<file path="src/rtl/alarm_input_conditioner.sv">
`default_nettype none
// ============================================================================
// Module      : alarm_input_conditioner
// Description : Synchronises and debounces the panic/arm keys into single-cycle
//               press pulses and conditions three zone sensor levels.
//               Optional macro ZONE_DEBOUNCE_EN adds per-bit zone debouncing.
// Revision    : 1.0 - initial release
// ============================================================================
module alarm_input_conditioner #(
    parameter int DB_CYCLES = 3
) (
    input  logic       iCLK,
    input  logic       iRST,
    input  logic       iKEY_PANIC,
    input  logic       iKEY_ARM,
    input  logic [2:0] iZONE,
    output logic       panic_key,
    output logic       arm_key,
    output logic [2:0] zone_sensor
);

    typedef enum logic [1:0] {
        ST_IDLE         = 2'd0,
        ST_PRESS_WAIT   = 2'd1,
        ST_HELD         = 2'd2,
        ST_RELEASE_WAIT = 2'd3
    } key_state_t;

    localparam logic [3:0] C_DB = 4'(DB_CYCLES);

    // Key index 0 = panic, 1 = arm; keys are active-low so they reset released.
    logic [1:0] r_key_s1, r_key_s2;
    logic [2:0] r_zone_s1, r_zone_s2;
    logic [1:0] w_key_evt;
    logic [2:0] w_zone_next;
    logic       r_panic_key, r_arm_key;
    logic [2:0] r_zone_out;

    always_ff @(posedge iCLK) begin
        if (iRST) begin
            r_key_s1  <= 2'b11;
            r_key_s2  <= 2'b11;
            r_zone_s1 <= 3'b000;
            r_zone_s2 <= 3'b000;
        end else begin
            r_key_s1  <= {iKEY_ARM, iKEY_PANIC};
            r_key_s2  <= r_key_s1;
            r_zone_s1 <= iZONE;
            r_zone_s2 <= r_zone_s1;
        end
    end

    generate
        for (genvar k = 0; k < 2; k++) begin : g_key
            key_state_t r_state, w_state_nxt;
            logic [3:0] r_cnt, w_cnt_nxt;
            logic       w_pressed;
            logic       w_evt;

            assign w_pressed = ~r_key_s2[k];

            always_ff @(posedge iCLK) begin
                if (iRST) begin
                    r_state <= ST_IDLE;
                    r_cnt   <= 4'd0;
                end else begin
                    r_state <= w_state_nxt;
                    r_cnt   <= w_cnt_nxt;
                end
            end

            // Counter never exceeds DB_CYCLES-1 before a transition, so +1 cannot wrap.
            always_comb begin
                w_state_nxt = r_state;
                w_cnt_nxt   = r_cnt;
                w_evt       = 1'b0;
                case (r_state)
                    ST_IDLE: begin
                        if (w_pressed) begin
                            w_state_nxt = ST_PRESS_WAIT;
                            w_cnt_nxt   = 4'd0;
                        end
                    end
                    ST_PRESS_WAIT: begin
                        if (!w_pressed) begin
                            w_state_nxt = ST_IDLE;
                            w_cnt_nxt   = 4'd0;
                        end else if (r_cnt + 4'd1 >= C_DB) begin
                            w_state_nxt = ST_HELD;
                            w_cnt_nxt   = C_DB;
                            w_evt       = 1'b1;
                        end else begin
                            w_cnt_nxt   = r_cnt + 4'd1;
                        end
                    end
                    ST_HELD: begin
                        if (!w_pressed) begin
                            w_state_nxt = ST_RELEASE_WAIT;
                            w_cnt_nxt   = 4'd0;
                        end
                    end
                    ST_RELEASE_WAIT: begin
                        if (w_pressed) begin
                            w_state_nxt = ST_HELD;
                            w_cnt_nxt   = 4'd0;
                        end else if (r_cnt + 4'd1 >= C_DB) begin
                            w_state_nxt = ST_IDLE;
                            w_cnt_nxt   = C_DB;
                        end else begin
                            w_cnt_nxt   = r_cnt + 4'd1;
                        end
                    end
                    default: begin
                        w_state_nxt = ST_IDLE;
                        w_cnt_nxt   = 4'd0;
                    end
                endcase
            end

            assign w_key_evt[k] = w_evt;
        end
    endgenerate

`ifdef ZONE_DEBOUNCE_EN
    generate
        for (genvar z = 0; z < 3; z++) begin : g_zone
            logic [3:0] r_zcnt;
            logic       r_db;

            // Any sample matching the current level restarts the count.
            always_ff @(posedge iCLK) begin
                if (iRST) begin
                    r_zcnt <= 4'd0;
                    r_db   <= 1'b0;
                end else if (r_zone_s2[z] != r_db) begin
                    if (r_zcnt + 4'd1 >= C_DB) begin
                        r_db   <= r_zone_s2[z];
                        r_zcnt <= 4'd0;
                    end else begin
                        r_zcnt <= r_zcnt + 4'd1;
                    end
                end else begin
                    r_zcnt <= 4'd0;
                end
            end

            assign w_zone_next[z] = r_db;
        end
    endgenerate
`else
    assign w_zone_next = r_zone_s2;
`endif

    // Panic wins a same-cycle tie; the arm FSM still advances to HELD.
    always_ff @(posedge iCLK) begin
        if (iRST) begin
            r_panic_key <= 1'b0;
            r_arm_key   <= 1'b0;
            r_zone_out  <= 3'b000;
        end else begin
            r_panic_key <= w_key_evt[0];
            r_arm_key   <= w_key_evt[1] & ~w_key_evt[0];
            r_zone_out  <= w_zone_next;
        end
    end

    assign panic_key   = r_panic_key;
    assign arm_key     = r_arm_key;
    assign zone_sensor = r_zone_out;

endmodule
`default_nettype wire

</file>
<file path="config.mk">
export PLATFORM = sky130hd
export DESIGN_NAME = alarm_input_conditioner
export DESIGN_NICKNAME = d
export VERILOG_FILES = /design/src/rtl/alarm_input_conditioner.sv
export SDC_FILE = /design/constraint.sdc
export NUM_CORES = 1
export LEC_CHECK = 0
export CORE_MARGIN = 2
export CORE_UTILIZATION = 40
export CTS_CLUSTER_DIAMETER = 30
export DETAILED_ROUTE_END_ITERATION = 12
export PLACE_DENSITY_LB_ADDON = 0.1
export SYNTH_ARGS = -nofsm -noshare
export SYNTH_HDL_FRONTEND = slang
export SYNTH_SLANG_ARGS = --single-unit
</file>
<file path="constraint.sdc">
create_clock -name iCLK -period 1.8 [get_ports iCLK]
set_clock_uncertainty 0.15 [all_clocks]
set_input_delay 0.27 -clock iCLK [delete_from_list [all_inputs] [get_ports iCLK]]
set_output_delay 0.27 -clock iCLK [all_outputs]
set_load 0.1 [all_outputs]
</file>
==> impl_metrics.py, run 1 <==
metrics = {
    "timing": {
        "fin_setup_tns_ns": -0.0700,
        "relSlewSlack": 0.731,
        "rsz0062_at_grt": "yes",
        "worstMarginPinSlew_ns": 0.400,
        "setup_ws_ns": -0.0394,
        "fmax_ghz": 0.544,
        "period_share": 1.02,
        "maxSlewViolCount": 0,
        "finalHoldViolCount": 0,
        "hold-worst-slack_ns": 0.275,
        "post-route-min-period_ns": 1.84,
        "finalSetupViolCount": 3,
    },
    "grt": {
        "grt_pass1_vias": 669,
        "grt-ovfl-total": 0,
        "grt_max_degree": 17,
        "grt.total_usage": 0.139,
        "antenna_found_initial": 0,
        "grt_pass1_wl_um": 2970,
    },
    "critical_path": {
        "crit_path_end_kind": "flop",
        "path_class": "reg -> reg",
        "start_kind": "flop",
        "critPathMaxFanout": 3,
        "reg2reg_slack_ns": -0.04,
        "arrival_ns": 1.91,
        "required_ns": 1.87,
    },
    "floorplan": {
        "die_h_um": 54.9,
        "fp.dieW_um": 54.9,
        "row_count": 18,
        "die-area_um2": 3010,
        "num_io_pins": 12,
        "start_util": 0.422,
        "core_region_area_um2": 2450,
    },
    "layout": {
        "finalNetCount": 133,
        "num-fill-cells": 219,
        "final_area_um2": 1440,
        "areaGrowthSynthToFinish_pct": 39.1,
        "fin_util": 0.587,
        "multi_input_area_um2": 549,
        "diodes": 0,
        "seqCellArea_um2": 556,
        "final_layout_size_suffix_gt1_frac": 0.372,
    },
    "drt": {
        "totalWireLength_um": 1770,
        "route.antenna.remaining_nets": 0,
        "wl_per_cell_um": 11.7,
        "first_pass_iters": 4,
        "drc": 0,
        "vias": 756,
        "drtIter0Drc": 10,
        "viasPerCell": 5.01,
    },
    "synthesis": {
        "synth_edf_count": 0,
        "synthAdderAreaFrac": 0.0483,
        "synth_cells": 98,
        "synth_top_family_by_area": "simple AND/OR/NAND/NOR gates",
        "synth_compound_area_frac": 0.111,
        "yosysMostFrequentCell": "dfxtp_1",
        "ys_warn_count": 0,
        "synth_common_cells": "dfxtp_1, nor2b_1, nor2_1, a21oi_1, or2_2",
        "synth_mux_area_frac": 0.0290,
        "synth-simple-area-share": 0.248,
        "yosys.cell_types.count": 31,
        "synth_fp_nets": 109,
        "synthXorXnorAreaFrac": 0.0169,
        "synthArstFlopShare": 0,
        "synth_ff_type": "dfxtp_1",
        "synth.cell_area_um2": 1040,
        "synth_top_area_share": 0.522,
        "syn_avg_cell_area_um2": 10.6,
        "synth_largest_area_cell": "dfxtp_1",
        "synthTopCellsByArea": "dfxtp_1, nor2b_1, ha_1",
        "yosysSeqAreaShare": 0.522,
        "synth_seq_cells": 27,
    },
    "run_status": {
        "violations": "setup timing",
        "outcome": "finished with violations",
    },
    "power_and_ir_drop": {
        "vdd_drop_max_mv": 0.656,
        "power_density_nw_per_um2": 647,
        "p_leak_nw": 0.519,
    },
    "clock_network": {
        "cts_tree": "yes",
        "cts_root_buf": "clkbuf_4",
        "cts_buffers": 3,
        "clk_latency_ns": 0.31,
        "clk_path_buf_depth": 2,
        "cts.sinks": 27,
        "clk_pin_slew_worst_paths_ns": 0.14,
        "cts_hold_buf": 0,
        "h-tree-depth": 1,
    },
    "placed_design": {
        "placed_area_um2": 1350,
        "hpwl_um": 1250,
        "numPortBuffers": 11,
        "gp_congestion": 0.735,
    },
    "job": {
        "cap_violations": 0,
    },
    "min_path": {
        "min_path_type": "reg -> reg",
    },
}
[cell families (layout without fill, tap and decap cells)]
logic type / count (synthesis) / in the layout
adders and majority gates: 4 / 4
xor gates and xnor gates: 2 / 2
buffers and inverters: 7 / 30
and+or+nand+nor: 41 / 41
muxes: 2 / 2
DFF: 27 / 27
AOI/OAI and AO/OA: 15 / 15
[path summary, 6_finish.rpt]
| kind | start | endpoint | cells past startpoint |
|---|---|---|---|
| worst min-delay path | r_key_s1[0]$_SDFF_PP1_ | r_key_s2[0]$_SDFF_PP1_ | 1 |
| worst min register to register | r_key_s1[0]$_SDFF_PP1_ | r_key_s2[0]$_SDFF_PP1_ | 1 |
| worst max-delay path | g_key[1].r_cnt[0]$_SDFFE_PP0P_ | flop | 5 |
| worst max register to register | g_key[1].r_cnt[0]$_SDFFE_PP0P_ | flop | 5 |
[critical path, cell delays in order (launching register included)]
cell and delay (ns):
dfxtp_4 0.41, ha_4 0.14, and2_4 0.13, or4b_4 0.46, o211a_4 0.17, mux2_4 0.29
[power by group]
part / switching (mW) / internal (mW) / leakage [nW]
logic: 0.0332 / 0.0359 / 0.280
registers: 0.00753 / 0.605 / 0.223
clock network: 0.164 / 0.0865 / 0.0150
total: 0.205 / 0.728 / 0.519
[registers in the layout, summed over array words and instances (netlist names), named ones only]
| name | flops |
|---|---|
| panic_key | 1 |
| r_zone_s2 | 3 |
| zone_sensor | 3 |
| arm_key | 1 |
| r_zone_s1 | 3 |
| r_key_s2 | 2 |
| g_key.r_cnt | 8 |
| g_key.r_state | 2 |
| r_key_s1 | 2 |
[layout by cell type (no fill, tap or decap), types with 4 or more instances in the layout]
master / instances
a21oi_1: 4
buf_12: 6
buf_4: 10
clkdlybuf4s50_1: 6
dfxtp_1: 23
dfxtp_4: 4
ha_4: 4
nand2_1: 4
nor2_1: 6
nor2b_1: 11
or2_2: 5
[layer usage]
| layer | routed length, um | up-vias | global-route usage |
|---|---|---|---|
| li1 | - | 388 | - |
| met2 | 848 | 13 | 0.228 |
| met4 | 0 | 0 | 0.0366 |
| met3 | 69 | 0 | 0.0484 |
| met1 | 855 | 355 | 0.174 |
| met5 | 0 | - | 0 |
[stage by stage]
step | setup slack [ns] | std cells | power, mW
after detailed placement | -0.0468 | 144 | 0.698
after global routing | -0.0625 | 151 | 0.982
after floorplan | -0.0115 | 98 | 0.663
after global placement | -0.00366 | 144 | 0.697
after CTS | -0.0243 | 151 | 0.949
final | -0.0394 | 151 | 0.933
[repair_timing]
item | CTS | global route
gates resized for setup | 11 | 1
pin swaps | 5 | 2
buffers inserted | 3 | 0
setup endpoints to repair | 5 | 4
[final cells by class]
| class | instances | area share |
|---|---|---|
| clock buffer | 4 | 0.0182 |
| inverter | 4 | 0.0122 |
| multi-input combinational | 64 | 0.381 |
| sequential | 27 | 0.385 |
| tap | 30 | 0.0260 |
| timing repair buffer | 22 | 0.177 |
No activity file was read; power rests on OpenSTA's default activity.
==> inputs of run 2 (changes only) <==
Settings changed: ABC_CLOCK_PERIOD_IN_PS set to 1800, CAP_MARGIN set to 10, PLACE_DENSITY set to 0.61, PLACE_DENSITY_LB_ADDON 0.1 to not set.
==> impl_metrics.py, run 2 (synthesized netlist as in run 1, its figures left out) <==
metrics = {
    "critical_path": {
        "crit_path_end_kind": "flop",
        "critPathMaxFanout": 4,
        "required_ns": 1.88,
        "cp.buffers_inverters": 0,
        "critical_path.cell_chain": "ha_4, and2_4, or4b_4, o211a_4, mux2_4",
        "slowest_delay_ns": 0.46,
        "reg2reg_slack_ns": -0.03,
        "crit_path_top_delay_cell": "or4b_4",
        "arrival_ns": 1.91,
        "start_kind": "flop",
        "path_class": "reg -> reg",
        "crit_family": "simple AND/OR/NAND/NOR gates",
    },
    "clock_network": {
        "cts.sinks": 27,
        "cts_root_buf": "clkbuf_4",
        "cts_hold_buf": 0,
        "clk_pin_slew_worst_paths_ns": 0.15,
        "cts_tree": "yes",
        "cts_buffers": 3,
        "clk_path_buf_depth": 2,
        "h-tree-depth": 1,
        "clk_latency_ns": 0.33,
    },
    "drt": {
        "drtIter0Drc": 2,
        "route.antenna.remaining_nets": 0,
        "met3_length_um": 65,
        "drc": 0,
        "wl_per_cell_um": 11.7,
        "wl_met2_um": 923,
        "top_layer": "met3",
        "totalWireLength_um": 1740,
        "vias": 750,
        "viasPerCell": 5.03,
        "first_pass_iters": 4,
        "drt-met1-wl_um": 753,
    },
    "timing": {
        "period_share": 1.02,
        "setup_ws_ns": -0.0302,
        "finalHoldViolCount": 0,
        "hold-worst-slack_ns": 0.281,
        "worstMarginPinSlew_ns": 0.361,
        "post-route-min-period_ns": 1.83,
        "relSlewSlack": 0.758,
        "maxSlewViolCount": 0,
        "rsz0062_at_grt": "yes",
        "fmax_ghz": 0.546,
        "finalSetupViolCount": 3,
    },
    "run_status": {
        "outcome": "finished with violations",
        "violations": "setup timing",
    },
    "placed_design": {
        "gp_congestion": 0.721,
        "hpwl_um": 1290,
        "placed_area_um2": 1350,
        "numPortBuffers": 11,
    },
    "job": {
        "cap_violations": 0,
    },
    "layout": {
        "fin_util": 0.582,
        "seqCellArea_um2": 556,
        "final_area_um2": 1430,
        "top_register": "g_key.r_cnt",
        "finalNetCount": 131,
        "diodes": 0,
        "multi_input_area_um2": 546,
        "num-fill-cells": 202,
        "final_cell_mix": "dfxtp_1, nor2b_1, buf_4",
        "largest_reg_flops": 8,
        "mostFrequentLayoutCell": "dfxtp_1",
        "final_layout_size_suffix_gt1_frac": 0.361,
        "areaGrowthSynthToFinish_pct": 37.8,
    },
    "min_path": {
        "min_path_type": "reg -> reg",
    },
    "floorplan": {
        "fp.dieW_um": 54.9,
        "row_count": 18,
        "num_io_pins": 12,
        "start_util": 0.422,
        "core_region_area_um2": 2450,
        "die_h_um": 54.9,
        "die-area_um2": 3010,
    },
    "grt": {
        "antenna_found_initial": 0,
        "grt_pass1_vias": 746,
        "grt_pass1_wl_um": 2930,
        "grt_max_degree": 18,
        "grt-ovfl-total": 0,
        "grt.total_usage": 0.138,
    },
    "power_and_ir_drop": {
        "vdd_drop_max_mv": 0.707,
        "power_density_nw_per_um2": 670,
        "p_leak_nw": 0.513,
    },
}
[run 2: area by class of cell]
class	count	share of cell area
sequential	27	0.389
multi-input combinational	64	0.382
timing repair buffer	20	0.168
tap	30	0.0263
clock buffer	3	0.0158
inverter	4	0.0123
clock inverter	1	0.00613
[run 2: power by group]
group	leakage (nW)	total [mW]	switching (mW)	internal, mW
Clock	0.0183	0.275	0.184	0.0905
Sequential	0.223	0.613	0.00758	0.606
Combinational	0.271	0.0687	0.0330	0.0357
Total	0.513	0.957	0.225	0.732
[run 2: metal layers]
metal  global-route usage  vias up
met5                    0        -
met4               0.0244        0
met3               0.0565        0
met2                0.274       11
met1                0.133      353
li1                     -      386
[run 2: timing repair]
| item | 4_1_cts | 5_1_grt |
|---|---|---|
| pin swaps | 5 | 1 |
| setup buffers | 1 | 0 |
| resized for setup | 11 | 0 |
| endpoints found under the setup margin | 5 | 5 |
[run 2: path summary, 6_finish.rpt]
check,startpoint,to,depth (start not counted)
worst min-delay path,r_key_s1[0]$_SDFF_PP1_,r_key_s2[0]$_SDFF_PP1_,1
worst max register to register,g_key[1].r_cnt[1]$_SDFFE_PP0P_,flop,5
worst max-delay path,g_key[1].r_cnt[1]$_SDFFE_PP0P_,flop,5
worst min register to register,r_key_s1[0]$_SDFF_PP1_,r_key_s2[0]$_SDFF_PP1_,1
[run 2: metrics by stage]
step / std cells / TNS, ns / setup WS [ns] / total power [mW]
after CTS: 149 / -0.0575 / -0.0312 / 0.977
final: 149 / -0.0499 / -0.0302 / 0.957
after detailed placement: 144 / -0.0912 / -0.0381 / 0.698
after global placement: 144 / -0.00567 / -0.00487 / 0.696
after floorplan: 98 / -0.0115 / -0.0115 / 0.663
after global routing: 149 / -0.265 / -0.0779 / 1.00
==> patch (config.mk and constraints of run 2) <==
The 4 states of `key_state_t` get a one-hot encoding in 4 bits.
--- a/src/rtl/alarm_input_conditioner.sv
+++ b/src/rtl/alarm_input_conditioner.sv
@@ -19,11 +19,11 @@
     output logic [2:0] zone_sensor
 );
 
-    typedef enum logic [1:0] {
-        ST_IDLE         = 2'd0,
-        ST_PRESS_WAIT   = 2'd1,
-        ST_HELD         = 2'd2,
-        ST_RELEASE_WAIT = 2'd3
+    typedef enum logic [3:0] {
+        ST_IDLE         = 4'b0001,
+        ST_PRESS_WAIT   = 4'b0010,
+        ST_HELD         = 4'b0100,
+        ST_RELEASE_WAIT = 4'b1000
     } key_state_t;
 
     localparam logic [3:0] C_DB = 4'(DB_CYCLES);
Formal check against the unedited RTL: same outputs for any inputs over 10 cycles, from zero or initial values and one cycle with iRST high; not proved beyond that.
==> patch against run 2 <==
  * Largest cell class is now multi-input gates
  * Area after synthesis rose by 33%
  * First-iteration DRC count grew to 47 times the old value
  * Routed wire length increased by 48%
  * Final area increased by 22%
  * Clock power is 110% higher
  * Sequential share of layout area shrank 3.0 points
  * Power grew 44%
  * Maximum frequency is 3.6% higher
  * Worst setup slack gained 0.064 ns
  * Sequential cell count up 4
  * Via count grew 47%
==> patch: results (changes against run 2) <==
Top Registers - g_key.r_cnt: 8 flops, g_key.r_state: 8 flops
DR iter-0 viols - 94 (+92)
Worst Hold Launch - r_key_s1[1]
DR WL/cell - 12.2 um (+4.8%)
Mapped Nets - 157 (+44%)
Seq/Total Area, Yosys - 0.452 (-0.0700)
Clock Tree Buf Depth - 2 (unchanged)
XOR/XNOR Fraction of Synth Area - 0.0128 (-0.00416)
hpwl dp - 1820 um (+42%)
WP data arrival - 1.82 ns (-0.09 ns)
Post-Synth Adder-Cell Area - 0.0364 (-0.0119)
pre-CTS worst setup slack - -0.0360 ns (+0.00218 ns)
hold crit path type - reg2reg
Mapped Area - 1370 um2 (+33%)
Max FO, Critical Path - 6 (+2)
Slowest cell on crit path - or4_4
largest cells by area after synthesis - dfxtp_1 (45%), nor2b_1 (4.1%), nor3b_1 (3.8%)
outcome - completed
mux share of post-synthesis cell area - 0 (-0.0290)
GPL Wtd Cong - 0.834 (+16%)
Num CTS Buffers - 5 (+2)
share of layout cells above drive strength 1 - 0.230 (-0.131)
worst-skew pair later-pin latency - 0.33 ns (about the same)
leakage power - 0.669 nW (+30%)
Worst Tran Pin Value - 0.429 ns (+0.0680 ns)
Synth Flop Type - dfxtp_1
Filler Cell Count - 316 (+56%)
VDD IR max - 0.620 mV (-12%)
first-pass GRT wire length - 4300 um (+47%)
PortBufs - 11 (unchanged)
routed via count - 1103 (+47%)
Max stage delay on crit path - 0.49 ns (+0.03 ns)
largest net degree at the start of global routing - 11 (-7)
post-synth cell types - 38 (+23%)
first-pass iteration count of the detailed router - 4 (unchanged)
initial antenna violation count - 0 (unchanged)
YS warnings - 0 (unchanged)
Tot GR Track Use - 0.140 (+0.00221)
H-tree Lvls - 2 (+1)
# diodes - 0 (unchanged)
Synth async-reset ratio - 0 (unchanged)
top post-synthesis cells by count - dfxtp_1 (31), nor2_1 (11), nor2b_1 (9)
vias in the first global route - 1037 (+39%)
Synth Area in Compound Gates - 0.178 (+0.0665)
Worst setup startpoint - g_key[0].r_cnt[0]
Layout Nets - 175 (+34%)
Clk pin slew, worst setup/hold paths - 0.10 ns (-0.05 ns)
Root Buffer - clkbuf_4
-- patch: cell type report --
type	instances	area, um2	area share
multi-input cells	100	727	0.417
inverters	7	26.3	0.0151
flip-flops and latches	31	627	0.359
well taps	46	57.6	0.0330
repair buffers	19	220	0.126
clock buffers	6	51.3	0.0294
clock inverters	2	35.0	0.0201
-- patch: timing repair --
item | 4_1_cts | 5_1_grt
resized for setup | 1 | 10
hold endpoints to repair | 0 | 0
pin swaps | 2 | 3
endpoints found under the setup margin | 3 | 10
setup buffers | 2 | 0
-- patch: worst max-delay path, delay by kind of cell, from the launching register on --
kind            cells  cell delay, ns
flops               1            0.37
compound gates      3            0.43
fa+ha+maj           1            0.15
simple gates        1            0.49
buf+inv             1            0.05
-- patch: cells by family after synthesis --
| logic type | after synthesis |
|---|---|
| simple gates | 63 |
| buf+inv | 15 |
| flops | 31 |
| compound gates | 31 |
| xor+xnor | 2 |
| fa+ha+maj | 4 |
-- patch: routing by layer --
metal | GRT usage | part of all wire | vias up
met1 | 0.155 | 0.45 | 522
met3 | 0.0541 | 0.048 | 4
met4 | 0.0667 | 0.016 | 0
met2 | 0.237 | 0.49 | 23
li1 | - | - | 554
met5 | 0 | 0 | -
-- patch: worst paths after layout --
kind / to / slack [ns] / cells after the start
setup / recovery: g_key[0].r_state[0] / 0.03 / 6
hold / removal: r_key_s2[1] / 0.27 / 1
setup reg to reg: g_key[0].r_state[0] / 0.03 / 6
hold reg to reg: r_key_s2[1] / 0.27 / 1
-- patch: metrics by stage --
| stage | hold slack, ns | instances | instance area [um2] |
|---|---|---|---|
| 2_1_floorplan | 0.224 | 146 | 1370 |
| 3_5_place_dp | 0.248 | 201 | 1600 |
| 6_report | 0.270 | 211 | 1740 |
| 4_1_cts | 0.273 | 211 | 1710 |
| 3_3_place_gp | 0.249 | 201 | 1600 |
| 5_1_grt | 0.286 | 211 | 1740 |
-- patch: where the power goes --
group	internal, mW	switching (mW)	total (mW)
registers	0.701	0.0143	0.715
logic	0.0444	0.0476	0.0920
clock network	0.328	0.240	0.568
total	1.07	0.302	1.37
